**src/rtl/reg_bank_32x32.sv**
```systemverilog
// Integer register file storage: 32 x 32-bit registers, one synchronous write port,
// two combinational read ports and a flat snapshot bus. Optional macro WRITE_BYPASS_EN.
module reg_bank_32x32 (
  input  logic          clk,
  input  logic          reset,
  input  logic          wr_en,
  input  logic [4:0]    wr_addr,
  input  logic [31:0]   wr_data,
  input  logic [4:0]    rs1_addr,
  input  logic [4:0]    rs2_addr,
  output logic [31:0]   rs1_data,
  output logic [31:0]   rs2_data,
  output logic [1023:0] regs_flat,
  output logic [15:0]   wr_count
);

  localparam int unsigned DATA_WIDTH = 32;
  localparam int unsigned NUM_REGS   = 32;
  localparam int unsigned ADDR_WIDTH = 5;
  localparam int unsigned CNT_WIDTH  = 16;

  logic [DATA_WIDTH-1:0] regs_q [NUM_REGS];
  logic                  wr_accept;

  assign wr_accept = wr_en && (wr_addr != ADDR_WIDTH'(0));

  // Register array; entry 0 is never written so it only ever holds its reset value.
  always_ff @(posedge clk) begin
    if (reset) begin
      for (int i = 0; i < NUM_REGS; i++) begin
        regs_q[i] <= '0;
      end
    end else if (wr_accept) begin
      regs_q[wr_addr] <= wr_data;
    end
  end

  // Saturating count of accepted writes.
  always_ff @(posedge clk) begin
    if (reset) begin
      wr_count <= '0;
    end else if (wr_accept && (wr_count != {CNT_WIDTH{1'b1}})) begin
      wr_count <= wr_count + CNT_WIDTH'(1);
    end
  end

  // Snapshot bus; slice 0 is forced to zero so x0 never depends on flop contents.
  always_comb begin
    regs_flat = '0;
    for (int i = 1; i < NUM_REGS; i++) begin
      regs_flat[i*DATA_WIDTH +: DATA_WIDTH] = regs_q[i];
    end
  end

  // Read ports: 32:1 selects, with optional same-cycle forwarding of the write data.
  always_comb begin
    rs1_data = (rs1_addr == ADDR_WIDTH'(0)) ? DATA_WIDTH'(0) : regs_q[rs1_addr];
    rs2_data = (rs2_addr == ADDR_WIDTH'(0)) ? DATA_WIDTH'(0) : regs_q[rs2_addr];
`ifdef WRITE_BYPASS_EN
    if (!reset && wr_accept && (rs1_addr == wr_addr)) begin
      rs1_data = wr_data;
    end
    if (!reset && wr_accept && (rs2_addr == wr_addr)) begin
      rs2_data = wr_data;
    end
`else
    // Bypass not built: reads always return the stored value.
`endif
  end

endmodule

```
**config.mk**
```make
export PLATFORM = sky130hd
export DESIGN_NAME = reg_bank_32x32
export DESIGN_NICKNAME = d
export VERILOG_FILES = /design/src/rtl/reg_bank_32x32.sv
export SDC_FILE = /design/constraint.sdc
export NUM_CORES = 2
export LEC_CHECK = 0
export CAP_MARGIN = 15
export CORE_AREA = 2 2 445 447
export DETAILED_ROUTE_END_ITERATION = 10
export DIE_AREA = 0 0 447 449
export PLACE_DENSITY = 0.62
export SETUP_SLACK_MARGIN = 0.15
export SYNTH_ARGS = -nofsm -noshare
export SYNTH_HDL_FRONTEND = slang
export SYNTH_SLANG_ARGS = --single-unit
export TNS_END_PERCENT = 5
```
**constraint.sdc**
```tcl
create_clock -name clk -period 2.85 [get_ports clk]
set_input_delay 0.7125 -clock clk [delete_from_list [all_inputs] [get_ports clk]]
set_output_delay 0.7125 -clock clk [all_outputs]
set_load 0.05 [all_outputs]
```
# Word-level counts from Yosys, hierarchy flattened
# Memories as Yosys holds them, arrays and structs flattened.
# Index checks and enable logic that the tools add are counted.
[word_totals] register_bits=16 ram_bits=1024 input_bits=50 output_inout_bits=1104 word_cells=20 n_memories=1
[classes] addsub=1 n_eq_ne=1 n_mux=10 reduce_logical=6
[memory_table] name="regs_q" depth=32 width=32 read_ports=33 rd_ports_with_merged_regs=0 wr=32 line_no="22" rtl="logic [DATA_WIDTH-1:0] regs_q [NUM_REGS];"
[op_table] operator="2-to-1 mux 32 bit" count=3
[op_table] operator="OR reduction 32 bit" count=1
[op_table] operator="adder 16 x 1 -> 16 bit, second input constant" count=1
[op_table] operator="inequality test 16 bit, second input constant" count=1
[op_table] operator="zero test 5 bit" count=2
[op_table] operator="2-to-1 mux 1 bit" count=6
[op_table] operator="2-to-1 mux 5 bit" count=1
[op_table] operator="nonzero test 5 bit" count=1
[op_table] operator="logical AND 1 bit" count=2

# Longest topological paths before layout
[depth] word_depth=7 depth_mapped=7 ltp_nobuf=5

# Least setup slack after synthesis
# Ideal clock, no wire load.
[synth_timing] kind="input-to-output" startpoint="input rs2_addr[0]" endpoint="output rs2_data[24]" arrival_ns=3.017 t_required_ns=2.138 slack_ns=-0.880 stages=7 n_path_buf=3 path_cell_list="buf_2 > buf_4 > nor2_1 > buf_2 > a221oi_1 > o21ai_0 > a311oi_1"
[synth_between] elab_chain_len=2 word_cells_on_any_way=3 cone_classes="1 x mux; 1 x reduce/logical; 1 x memory"
[synth_lines] element="start: declaration" line_no="10" rtl="input logic [4:0] rs2_addr,"
[synth_lines] element="memory (32 x 32 bit) / zero test 5 bit (equally long branches)"
[synth_lines] element="2-to-1 mux 32 bit (*)" line_no="58" rtl="rs2_data = (rs2_addr == ADDR_WIDTH'(0)) ? DATA_WIDTH'(0) : regs_q[rs2_addr];"
[synth_lines] element="end: declaration" line_no="12" rtl="output logic [31:0] rs2_data,"
# Mark *: on every way between the ends. The rest lies on a longest branch, timed or not.

# Worst setup path in the final report
[layout_timing] startpoint="input rs1_addr[1]" endpoint="output rs1_data[28]"
[layout_between] elab_chain_len=2 word_cells_on_any_way=3 cone_classes="1 x mux; 1 x reduce/logical; 1 x memory"
[layout_lines] element="start: declaration" line_no="9" rtl="input logic [4:0] rs1_addr,"
[layout_lines] element="memory (32 x 32 bit) / zero test 5 bit (equally long branches)"
[layout_lines] element="2-to-1 mux 32 bit (*)" line_no="57" rtl="rs1_data = (rs1_addr == ADDR_WIDTH'(0)) ? DATA_WIDTH'(0) : regs_q[rs1_addr];"
[layout_lines] element="end: declaration" line_no="11" rtl="output logic [31:0] rs1_data,"
# Marked as above.

==> results.json <==
{
  "run_status": "complete, but fails checks",
  "ioPinCount": 1154,
  "rsz0062_at_grt": "yes",
  "finalSetupViolations": 64,
  "clock_sinks": 1040,
  "post_drt_via_cell_ratio": 5.50,
  "cap_viol_max_count": 0,
  "comb_power_share_pct": 27.6,
  "core_area_sq_um": 196000,
  "dieArea_sq_um": 201000,
  "grt_overflow": 0,
  "htree_levels": 3,
  "cts_buffers": 121,
  "hp-class": "reg -> reg",
  "min_period_ns": 3.58,
  "netlist_area_sq_um": 56100,
  "crit_fanout": 11,
  "powerDensity_nw_per_um2": 541,
  "rrSetupSlack_ns": 0.93,
  "fin_setup_tns_ns": -34.79,
  "cp_slowest_cell": "a211oi_4",
  "vias": 47000,
  "final_common_cell": "buf_4",
  "wl_met2_um": 145000,
  "rows": 163,
  "ys_seq_area_share_pct": 55.4,
  "path_clk_slew_ns": 0.06,
  "ant_nets": 0,
  "pwr-share-seq_pct": 39.0,
  "grt_antenna_before_repair": 23,
  "switching_power_mw": 16.0,
  "die_h_um": 449,
  "grt_first_pass_wirelength_um": 426000,
  "violations": "negative setup slack",
  "post-route-drc-count": 0,
  "avgSynthCellArea_sq_um": 14.8,
  "async_reset_ff_share_pct": 0,
  "worstMarginPinSlew_ns": 1.01,
  "fin_crit_sh_pct": 126,
  "clk_latency_ns": 0.79,
  "endpoint_kind": "primary output",
  "fmax_mhz": 280,
  "maxSlewHeadroom_pct": 32.5,
  "power.internal_mw": 31.6,
  "die_w_um": 447,
  "synth-edff-count": 1024,
  "grt_pass1_vias": 45400,
  "layout_common_cells": "buf_4 (1,139), edfxtp_1 (1,024), and2_1 (995)",
  "top_layer_used": "met5",
  "p_leak_nw": 38.2,
  "final-hold-violation-count": 0,
  "maxSlewViolCount": 0,
  "root_buffer": "clkbuf_16",
  "grt_max_degree": 35,
  "syn2layout_area_growth_pct": 56.9,
  "fin_area_sq_um": 88000,
  "initial_utilization_pct": 28.6,
  "layout_setup_ws_ns": -0.727,
  "synth.yosys.warnings": 0,
  "worst_clock_skew_ns": 0.00472,
  "crit_top_cell": "buf_12",
  "yosys.cell_types.count": 58,
  "cts_tree": "done",
  "critical_path.cell_chain": "buf_16 > buf_12 > buf_16 > buf_12 > buf_4 > mux4_2 > nor2b_4 > a211oi_4 > buf_4 > a311oi_4 > buf_12",
  "cp-start-kind": "primary input",
  "track_usage_pct": 31.4,
  "nets": 5838,
  "dr.pass1.iters": 6,
  "ys.flop_type": "edfxtp_1",
  "critPathArrivalTime_ns": 2.86,
  "dpl.hpwl_um": 248000,
  "vdd.ir_drop.worst_mv": 0.496,
  "drive_gt1_share_pct": 43.3,
  "worstPathRequired_ns": 2.14,
  "clockBufferDepth": 3,
  "wl_met1_um": 124000,
  "gp_congestion": 1.01,
  "port_buffers": 1121,
  "wl_per_cell_um": 38.3,
  "wirelength_um": 327000,
  "placed_area_sq_um": 78000,
  "wl_met3_um": 37100,
  "path_class": "in -> out",
  "yosys_register_bits": 1040,
  "swShare_pct": 33.6,
  "pwr-share-clk_pct": 33.4,
  "detail_route.iter0.violations": 6150,
  "synth_cells": 3783,
  "cpPeakStageDelay_ns": 0.44
}
==> per-layer routing <==
metal / global-route usage (%) / up-vias
met3: 9.64 / 637
met5: 0 / -
li1: - / 18500
met4: 16.6 / 6
met2: 47.5 / 3294
met1: 40.4 / 24500
==> worst paths after layout <==
| path | from | end | cells past startpoint |
|---|---|---|---|
| max reg2reg | wr_count[11] | wr_count[7] | 4 |
| min | wr_count[14] | wr_count[14] | 2 |
| max | rs1_addr[1] | rs1_data[28] | 11 |
| min reg2reg | wr_count[14] | wr_count[14] | 2 |
==> state kept, by name (all words and copies together), names as in the netlist <==
name      flops
regs_q     1024
wr_count     16
==> synthesized netlist by cell type, types with 4 or more instances <==
cell       count  area (sq um)
clkbuf_2       9          45.0
o21ai_0       39           195
inv_1          5          18.8
mux4_2       448         10100
nand3_1        5          25.0
edfxtp_1    1024         30700
mux2_2        67           754
or4_1          5          37.5
a22oi_1       64           480
nor2_4         5          56.3
a211oi_1      67           503
nor2_1        32           120
dfxtp_1       16           320
buf_6         22           248
nand4_1        4          25.0
and2_1       995          6220
buf_2         53           265
mux2i_1      129          1290
a21oi_1        6          30.0
nor3_2         7          70.1
o2111ai_1     48           420
o21ai_1       41           205
or2_2         32           200
a221oi_1      16           140
buf_4         89           668
nand2_1      102           383
clkbuf_1     261           980
nand2b_1       6          37.5
nor2b_1       75           469
a311oi_1      65           569
mux2_1         4          45.0
==> power by group through the flow <==
stage,logic (mW),clock network (mW),registers [mW]
global placement,12.0,0,19.0
finish,13.1,15.9,18.6
floorplan,3.71,0,21.3
global route,13.4,16.5,18.6
detailed placement,12.1,0,19.0
CTS,12.8,16.0,18.5
==> worst max-delay path, delay by kind of cell <==
kind / cells / cell delay (ns)
AO/OA/AOI/OAI: 2 / 0.49
buffers and inverters: 7 / 1.17
multiplexers: 1 / 0.28
AND/OR/NAND/NOR: 1 / 0.15
==> repair_timing <==
| action | in CTS | in global routing |
|---|---|---|
| hold buffers | 0 | 0 |
| setup endpoints to repair | 997 | 781 |
| cloned | 6 | 7 |
| resized for setup | 525 | 875 |
| buffers inserted | 286 | 83 |
| hold endpoints to repair | 0 | 0 |
| pin swaps | 78 | 48 |
==> stage by stage <==
stage	total power, mW	setup slack (ns)	std cells	util [%]	hold WS [ns]
finish	47.6	-0.727	8536	44.9	0.503
global route	48.5	-0.808	8530	44.9	0.491
CTS	47.4	-0.682	8439	43.5	0.437
detailed placement	31.1	-1.24	7923	39.8	0.502
global placement	31.0	-1.53	7922	39.8	0.483
floorplan	25.0	-0.0958	3846	-	0.707
==> cell families (layout without fill, tap and decap cells) <==
logic type               after synthesis  count (layout)  synth area share [%]
buffers and inverters                441            2483                  3.98
multiplexers                         648             648                  21.7
adder cells (fa/ha/maj)                1               1                0.0223
AO/OA/AOI/OAI                        359             359                  4.78
AND/OR/NAND/NOR                     1293            1293                  14.1
other                                  1              72               0.00669
flip-flops                          1040            1040                  55.4
==> layout make-up <==
type	count	area (sq um)
Clock buffer	148	3150
Sequential cell	1040	31100
Clock inverter	76	748
Antenna cell	8	20.0
Multi-Input combinational cell	2365	25700
Inverter	5	23.8
Fill cell	17700	108000
Timing Repair Buffer	2254	24000
Tap cell	2640	3300
Power figures use the tool's default switching activity.
